`config.mk`:
```
export PLATFORM = sky130hd
export DESIGN_NAME = ps2_tx
export DESIGN_NICKNAME = d
export VERILOG_FILES = /design/src/rtl/ps2_tx.sv
export SDC_FILE = /design/constraint.sdc
export NUM_CORES = 1
export LEC_CHECK = 0
export ABC_AREA = 1
export CAP_MARGIN = 20
export CORE_MARGIN = 2
export CORE_UTILIZATION = 45
export CTS_CLUSTER_DIAMETER = 50
export DETAILED_ROUTE_END_ITERATION = 8
export GPL_TIMING_DRIVEN = 0
export PLACE_DENSITY_LB_ADDON = 0.25
export SYNTH_ARGS = -nofsm -noshare
export SYNTH_HDL_FRONTEND = slang
export SYNTH_SLANG_ARGS = --single-unit
```
`constraint.sdc`:
```
create_clock -name clock -period 2.9 [get_ports clock]
set_clock_uncertainty 0.15 [all_clocks]
set_input_delay 0.725 -clock clock [delete_from_list [all_inputs] [get_ports clock]]
set_output_delay 0.725 -clock clock [all_outputs]
set_load 0.01 [all_outputs]
```
`src/rtl/ps2_tx.sv`:
```
// ps2_tx: host-to-device PS/2 transmitter for a single command byte.
// Drives the open-collector clock/data pair through ps2CkOe/ps2DQOe (1 = pull low).
// Optional feature: define PS2_TX_RETRY_EN to resend a failed byte up to two more
// times before reporting err.
module ps2_tx #(
  parameter int unsigned INHIBIT = 720,
  parameter int unsigned TIMEOUT = 90000,
  parameter int unsigned FILTER  = 4
) (
  input  logic       clock,
  input  logic       reset,
  input  logic       ce,
  input  logic       ps2CkI,
  input  logic       ps2DQI,
  output logic       ps2CkOe,
  output logic       ps2DQOe,
  input  logic       strb,
  input  logic [7:0] data,
  output logic       busy,
  output logic       done,
  output logic       err
);

  localparam int unsigned INH_W = $clog2(INHIBIT + 1);
  localparam int unsigned TO_W  = 17;
  localparam int unsigned FLT_W = $clog2(FILTER + 1);
  localparam int unsigned N_W   = 4;

  typedef enum logic [2:0] {
    S_IDLE,
    S_INHIBIT,
    S_START,
    S_TXBITS,
    S_WAITREL,
    S_DONE,
    S_ERR
  } state_e;

  state_e             state_q, state_d;
  logic [7:0]         sh_q, sh_d;
  logic               par_q, par_d;
  logic [INH_W-1:0]   inh_cnt_q, inh_cnt_d;
  logic [TO_W-1:0]    to_cnt_q, to_cnt_d;
  logic [N_W-1:0]     n_q, n_d;
  logic               ck_oe_q, ck_oe_d;
  logic               dq_oe_q, dq_oe_d;
  logic               busy_q, busy_d;
  logic               done_q, done_d;
  logic               err_q, err_d;

  logic               ck_s1_q, ck_s1_d;
  logic               ck_s2_q, ck_s2_d;
  logic               dq_s1_q, dq_s1_d;
  logic               dq_s2_q, dq_s2_d;
  logic               ckf_q, ckf_d;
  logic [FLT_W-1:0]   fcnt_q, fcnt_d;
  logic               fall_c;
  logic               fail_c;

`ifdef PS2_TX_RETRY_EN
  logic [1:0]         retry_q, retry_d;
`endif

  // Line synchronisers and clock glitch filter; fall_c marks an accepted 1->0 edge.
  always_comb begin
    ck_s1_d = ps2CkI;
    ck_s2_d = ck_s1_q;
    dq_s1_d = ps2DQI;
    dq_s2_d = dq_s1_q;
    ckf_d   = ckf_q;
    fcnt_d  = fcnt_q;
    if (ck_s2_q == ckf_q) begin
      fcnt_d = '0;
    end else if (fcnt_q == FLT_W'(FILTER - 1)) begin
      ckf_d  = ck_s2_q;
      fcnt_d = '0;
    end else begin
      fcnt_d = fcnt_q + FLT_W'(1);
    end
    fall_c = ckf_q & ~ckf_d;
  end

  // Transfer sequencing: next state, counters and next registered line/status values.
  always_comb begin
    state_d   = state_q;
    sh_d      = sh_q;
    par_d     = par_q;
    inh_cnt_d = inh_cnt_q;
    to_cnt_d  = to_cnt_q;
    n_d       = n_q;
    ck_oe_d   = ck_oe_q;
    dq_oe_d   = dq_oe_q;
    busy_d    = busy_q;
    done_d    = 1'b0;
    err_d     = 1'b0;
    fail_c    = 1'b0;
`ifdef PS2_TX_RETRY_EN
    retry_d   = retry_q;
`endif

    case (state_q)
      S_IDLE: begin
        ck_oe_d = 1'b0;
        dq_oe_d = 1'b0;
        busy_d  = 1'b0;
        if (strb) begin
          sh_d      = data;
          par_d     = ~^data;
          inh_cnt_d = INH_W'(INHIBIT - 1);
          ck_oe_d   = 1'b1;
          dq_oe_d   = 1'b0;
          busy_d    = 1'b1;
          state_d   = S_INHIBIT;
`ifdef PS2_TX_RETRY_EN
          retry_d   = 2'd0;
`endif
        end
      end

      S_INHIBIT: begin
        if (inh_cnt_q == INH_W'(0)) begin
          // Release the clock with the start bit already on the data line.
          ck_oe_d  = 1'b0;
          dq_oe_d  = 1'b1;
          to_cnt_d = '0;
          n_d      = '0;
          state_d  = S_START;
        end else begin
          inh_cnt_d = inh_cnt_q - INH_W'(1);
          if (inh_cnt_q == INH_W'(1)) begin
            dq_oe_d = 1'b1;
          end
        end
      end

      S_START, S_TXBITS: begin
        if (to_cnt_q == TO_W'(TIMEOUT - 1)) begin
          fail_c = 1'b1;
        end else begin
          to_cnt_d = to_cnt_q + TO_W'(1);
          if (fall_c) begin
            n_d     = n_q + N_W'(1);
            state_d = S_TXBITS;
            if (n_q <= N_W'(7)) begin
              dq_oe_d = ~sh_q[n_q[2:0]];
            end else if (n_q == N_W'(8)) begin
              dq_oe_d = ~par_q;
            end else if (n_q == N_W'(9)) begin
              dq_oe_d = 1'b0;
            end else if (!dq_s2_q) begin
              state_d = S_WAITREL;
            end else begin
              fail_c = 1'b1;
            end
          end
        end
      end

      S_WAITREL: begin
        if (to_cnt_q == TO_W'(TIMEOUT - 1)) begin
          fail_c = 1'b1;
        end else begin
          to_cnt_d = to_cnt_q + TO_W'(1);
          if (ckf_q && dq_s2_q) begin
            done_d  = 1'b1;
            busy_d  = 1'b0;
            state_d = S_DONE;
          end
        end
      end

      S_DONE, S_ERR: begin
        busy_d  = 1'b0;
        state_d = S_IDLE;
      end

      default: begin
        ck_oe_d = 1'b0;
        dq_oe_d = 1'b0;
        busy_d  = 1'b0;
        state_d = S_IDLE;
      end
    endcase

    // No ack or timeout: either restart the attempt or give up with err.
    if (fail_c) begin
`ifdef PS2_TX_RETRY_EN
      if (retry_q != 2'd2) begin
        retry_d   = retry_q + 2'd1;
        inh_cnt_d = INH_W'(INHIBIT - 1);
        ck_oe_d   = 1'b1;
        dq_oe_d   = 1'b0;
        state_d   = S_INHIBIT;
      end else begin
        ck_oe_d = 1'b0;
        dq_oe_d = 1'b0;
        busy_d  = 1'b0;
        err_d   = 1'b1;
        state_d = S_ERR;
      end
`else
      ck_oe_d = 1'b0;
      dq_oe_d = 1'b0;
      busy_d  = 1'b0;
      err_d   = 1'b1;
      state_d = S_ERR;
`endif
    end
  end

  // State and output registers; everything advances on ce, reset acts on any edge.
  always_ff @(posedge clock) begin
    if (reset) begin
      state_q   <= S_IDLE;
      sh_q      <= '0;
      par_q     <= 1'b0;
      inh_cnt_q <= '0;
      to_cnt_q  <= '0;
      n_q       <= '0;
      ck_oe_q   <= 1'b0;
      dq_oe_q   <= 1'b0;
      busy_q    <= 1'b0;
      done_q    <= 1'b0;
      err_q     <= 1'b0;
      ck_s1_q   <= 1'b1;
      ck_s2_q   <= 1'b1;
      dq_s1_q   <= 1'b1;
      dq_s2_q   <= 1'b1;
      ckf_q     <= 1'b1;
      fcnt_q    <= '0;
`ifdef PS2_TX_RETRY_EN
      retry_q   <= 2'd0;
`endif
    end else if (ce) begin
      state_q   <= state_d;
      sh_q      <= sh_d;
      par_q     <= par_d;
      inh_cnt_q <= inh_cnt_d;
      to_cnt_q  <= to_cnt_d;
      n_q       <= n_d;
      ck_oe_q   <= ck_oe_d;
      dq_oe_q   <= dq_oe_d;
      busy_q    <= busy_d;
      done_q    <= done_d;
      err_q     <= err_d;
      ck_s1_q   <= ck_s1_d;
      ck_s2_q   <= ck_s2_d;
      dq_s1_q   <= dq_s1_d;
      dq_s2_q   <= dq_s2_d;
      ckf_q     <= ckf_d;
      fcnt_q    <= fcnt_d;
`ifdef PS2_TX_RETRY_EN
      retry_q   <= retry_d;
`endif
    end
  end

  assign ps2CkOe = ck_oe_q;
  assign ps2DQOe = dq_oe_q;
  assign busy    = busy_q;
  assign done    = done_q;
  assign err     = err_q;

endmodule

```
; Word-level counts from Yosys, hierarchy flattened
; Cells that the tools add are included.
[word_totals]
out_inout_bits = 5
inputBits = 14
ff_bits = 56
elab_cells = 133
[op_classes]
bitwise_logic = 4
n_addsub = 4
reduce_logical = 20
eq_ne = 29
magnitude_cmp = 2
mux = 57
[ops]
columns = operator, count
row1 = two-way mux 3 bit, 13
row2 = two-way mux 17 bit, 2
row3 = one-hot mux 17 bit (2 select lines), 1
row4 = two-way mux 1 bit, 28
row5 = two-way mux 10 bit, 2
row6 = one-hot mux 10 bit (2 select lines), 1
row7 = != test 3 bit (second input constant), 6
row8 = adder 17 x 1 -> 17 bit (second input constant), 1
row9 = == test 17 bit (second input constant), 1
row10 = two-way mux 4 bit, 3
row11 = != test 2 bit (second input constant), 6
row12 = one-hot mux 3 bit (4 select lines), 1
row13 = AND reduction 4 bit, 3
row14 = == test 10 x 1 -> 1 bit (second input constant), 1
row15 = zero test 10 bit, 1
row16 = subtractor 10 x 1 -> 10 bit (second input constant), 1
row17 = == test 3 x 2 -> 1 bit (second input constant), 3
row18 = == test 3 bit (second input constant), 3
row19 = one-hot mux 1 bit (3 select lines), 3
row20 = OR reduction 3 bit, 3
row21 = == test 4 bit (second input constant), 2
row22 = one-hot mux 4 bit (2 select lines), 1
row23 = XNOR reduction 8 bit, 1
row24 = AND reduction 7 bit, 1
row25 = other kinds (21), 28

; Logic depth before layout (Yosys ltp)
[logic_depth]
depth_word = 10
depth_mapped = 12
depth_no_buf = 12

; Least setup slack after synthesis
; No wires, ideal clock.
[synth_path]
kind = flip-flop to flip-flop
startpoint = register n_q[0]
endpoint = register state_q[2]
period_less_slack_ns = 1.875
t_arrival_ns = 1.609
path_stages_with_launch = 13
required_time_ns = 2.634
n_path_buf = 0
setup_slack_ns = 1.025
setup_ns = 0.116
cell_sequence = dfxtp_1 > inv_1 > ha_1 > inv_1 > nand2_1 > a21oi_1 > nand3_1 > nand2_4 > nand2_2 > nand2_1 > inv_1 > nor2_1 > nor2_1
[synth_between]
elab_chain_cells = 9
word_cells_on_any_way = 23
classes_between = order compare (1) / eq/ne (8) / mux (13) / reduce/logical (1)
[synth_lines]
columns = item, line_no
row1 = start: declaration, 44  ; logic [N_W-1:0] n_q, n_d;
row2 = start signal: assignment, 240  ; n_q <= n_d;
row3 = == test 4 bit, 148  ; end else if (n_q == N_W'(9)) begin
row4 = two-way mux 1 bit, 148
row5 = two-way mux 1 bit, 146  ; end else if (n_q == N_W'(8)) begin
row6 = two-way mux 1 bit, 144  ; if (n_q <= N_W'(7)) begin
row7 = two-way mux 1 bit, 141  ; if (fall_c) begin
row8 = two-way mux 1 bit, 137  ; if (to_cnt_q == TO_W'(TIMEOUT - 1)) begin
row9 = one-hot mux 1 bit (2 select lines), 101  ; case (state_q)
row10 = != test 3 bit (no line), --
row11 = AND reduction 7 bit (no line), --
row12 = end signal: assignment, 235  ; state_q <= state_d;
row13 = end: declaration, 39  ; state_e state_q, state_d;
; Parallel ways exist; a longest one is shown, timed or not. The select of a mux whose other input is x is not followed.
; A chain may end at the register's enable or synchronous reset.

; Worst setup path in the final report
[layout_path]
startpoint = input port reset
endpoint = register to_cnt_q[8]
[layout_rtl]
columns = item, line_no
row1 = start: declaration, 11  ; input logic reset,
row2 = end signal: assignment, 239  ; to_cnt_q <= to_cnt_d;
row3 = end: declaration, 43  ; logic [TO_W-1:0] to_cnt_q, to_cnt_d;
; No word-level cell between the ends.

==> flow_summary.toml <==
[sta]
postLayoutSetupSlackWorst_ps = 574
finalSetupViolCount = 0
finalCritPeriodShare_pct = 80.2
rsz0062_at_grt = "false"
drv_slew = 0
tightest_slew_ps = 625
hold_violations = 0
fin_setup_tns_ps = 0
max_freq_mhz = 430
fin_crit_ps = 2330
slew_headroom_pct = 58.3

[global_route]
grt_pass1_wl_um = 13900
antenna_found_initial = 0
grt.total_usage_pct = 19.9
grt_max_degree = 16
grt_pass1_vias = 3036
gr-total-overflow = 0

[setup_path]
crit_buf_inv = 2
critical-path-top-delay-family = "buffers and inverters"
r2r-start = "n_q[0]"
crit_slowest_cell = "dlygate4sd3_1"
crit_required_ps = 2940
critical_path_arrival_ps = 2370
reg2reg_slack_ps = 600
slowest_delay_ps = 990
crit_type = "in2reg"
startpoint_type = "input pin"
reg2regPathDepth = 12
path_max_fanout = 10
end_kind = "flop"
r2r-end = "state_q[2]"
crit_chain = "clkdlybuf4s50_1 -> dlygate4sd3_1 -> a21oi_2"

[routing]
wl_met1_um = 3670
topRoutingLayerUsed = "met4"
drtIter0Drc = 108
dr_wl_met2_um = 3790
wl_per_cell_um = 12.8
avgViaCountPerCell = 5.15
drcViolationCount = 0
wl_met3_um = 247
firstDrtPassIters = 5
vias = 3154
ant_nets = 0
wl_um = 7810

[power]
worst_ir_drop_vdd_uv = 338
p_leak_uw = 0.00148
finalPower_uw = 2440
power.density_nw_per_um2 = 626

[placement]
pre_cts_slack_ps = 244
dpl.hpwl_um = 5830
place_area_um2 = 3810
io_buffers = 18
place_congestion = 0.948

[yosys]
synthSimpleGateAreaFrac_pct = 35.9
ys_seq_area_share_pct = 32.0
ys_warn_count = 0
synth_top_cell_by_area = "dfxtp_1"
synth_xor_area_share_pct = 7.00
synth_ff_type = "dfxtp_1"
synthMuxAreaShare_pct = 0
synth_compound_area_share_pct = 13.5
synth_top_family_by_area = "simple AND/OR/NAND/NOR gates"
syn_area_um2 = 3510
postSynthAreaPerCell_um2 = 7.24
yosysTopAreaCellShare_pct = 32.0
synth.area.top_cells = "dfxtp_1 (32%), nand2_1 (9.6%), nor2_1 (6.0%)"
synth_cell_types = 39
synth_edf_count = 0
postSynthCellCount = 484
synth.ff_latch_count = 56
synth_adder_area_share_pct = 2.50
syn_nets = 505
async_flop_share_pct = 0

[cts]
postCtsHoldBufs = 0
clk_path_buf_depth = 2
cts-resized-gates = 0
cts_sinks = 56
ctsRootBufferMaster = "clkbuf_8"
path_clk_slew_ps = 100
cts_made_buffers = 5
htree_levels = 2
post-cts-setup-buffer-count = 0
cts_tree = "built"
clock_latency_ps = 320

[run_status]
outcome = "complete, no violations"

[layout]
layout-drive-gt1-share_pct = 15.1
num-nets-final = 530
nFillCells = 763
diodes = 0
fin_area_um2 = 3900
syn2layout_area_growth_pct = 11.3

[die]
fp.dieArea_um2 = 8510
initial_core_util_pct = 45.8
dieWidth_um = 92.3
rows = 32
chipHeight_um = 92.3
io_pins = 19
core_area_um2 = 7650

[hold_path]
min_from = "sh_q[7]"
hold_path_depth = 2
holdCritPathClass = "reg2reg"
hold_end = "sh_q[7]"

[flow_run]
max_cap_violations = 0
where the power goes:
part	internal [uW]	switching, uW
sequential	856	86.7
clock	196	257
combinational	405	641
per-layer routing:
metal	track usage, %	vias to the layer above
li1	-	1622
met1	26.1	1475
met2	34.4	48
met3	2.71	9
met4	5.35	0
met5	0	-
worst max path at each step:
| stage | from | endpoint | slack (ps) | cells past startpoint |
|---|---|---|---|---|
| 4_1_cts | reset | to_cnt_q[8] | 590 | 3 |
| 2_1_floorplan | n_q[0] | state_q[2] | 1030 | 12 |
| 3_3_place_gp | reset | to_cnt_q[15] | 280 | 3 |
| 6_report | reset | to_cnt_q[8] | 570 | 3 |
| 5_1_grt | n_q[0] | state_q[2] | 380 | 12 |
| 3_5_place_dp | reset | to_cnt_q[8] | 240 | 3 |
metrics by stage:
| step | std cells | utilization (%) | hold slack, ps |
|---|---|---|---|
| floorplan | 484 | - | 270 |
| global placement | 604 | 49.9 | 284 |
| detailed placement | 604 | 49.9 | 294 |
| CTS | 612 | 51.0 | 309 |
| global route | 612 | 51.0 | 318 |
| finish | 612 | 51.0 | 307 |
synthesized netlist by cell type, types with 8 or more instances:
master and count:
nand2_1 90, dfxtp_1 56, nor2_1 56, inv_1 41
nand3_1 39, a21oi_1 35, o21ai_0 21, nand2_2 17
xnor2_1 14, xor2_1 14, a21oi_2 11, nand4_1 10
nor3_1 9, o21ai_1 8
state kept, by name, summed over array words and instances, names as in the netlist:
name / cells
sh_q: 8
dq_s1_q: 1
state_q: 3
err: 1
to_cnt_q: 17
n_q: 4
ps2DQOe: 1
par_q: 1
busy: 1
fcnt_q: 3
ck_s1_q: 1
ps2CkOe: 1
done: 1
ck_s2_q: 1
inh_cnt_q: 10
dq_s2_q: 1
ckf_q: 1
area by class of cell:
type	instances	area, um2	area share [%]
clock buffer	8	90.1	2.31
timing repair buffer	18	180	4.62
buffer	15	133	3.40
inverter	49	189	4.84
multi-input combinational	364	2060	52.9
sequential	56	1120	28.7
tap	102	128	3.27
worst reg2reg max path: stages, from the launching register on:
cell     delay, ps
dfxtp_1        520
inv_1          200
ha_1           240
inv_1           70
nand2_1         50
a21oi_1        270
nand3_1        180
nand2_4        120
nand2_2        100
nand2_1        120
inv_1           50
nor2_1          90
nor2_1          50
kinds of logic (layout without fill, tap and decap cells):
| logic type | Yosys count | after routing |
|---|---|---|
| compound gates | 81 | 81 |
| xor+xnor | 28 | 28 |
| fa+ha+maj | 7 | 7 |
| buf+inv | 64 | 90 |
| flops | 56 | 56 |
| simple gates | 248 | 248 |
layout by cell type (no fill, tap or decap), types with 3 or more instances in the layout:
cell	instances
nor2_4	3
nor2_2	6
o21ai_0	21
clkbuf_1	6
a21oi_1	35
clkdlybuf4s50_1	18
inv_1	41
buf_2	3
clkbuf_8	6
inv_2	7
nand4_1	10
nand2_4	7
nand3b_1	3
dfxtp_1	56
o21ai_1	8
xor2_1	14
nor2_1	56
nand3_1	39
buf_6	3
nor3_1	9
nand2_2	17
xnor2_1	14
ha_1	7
nand2_1	90
a21oi_2	11
(Power assumes the default switching activity.)
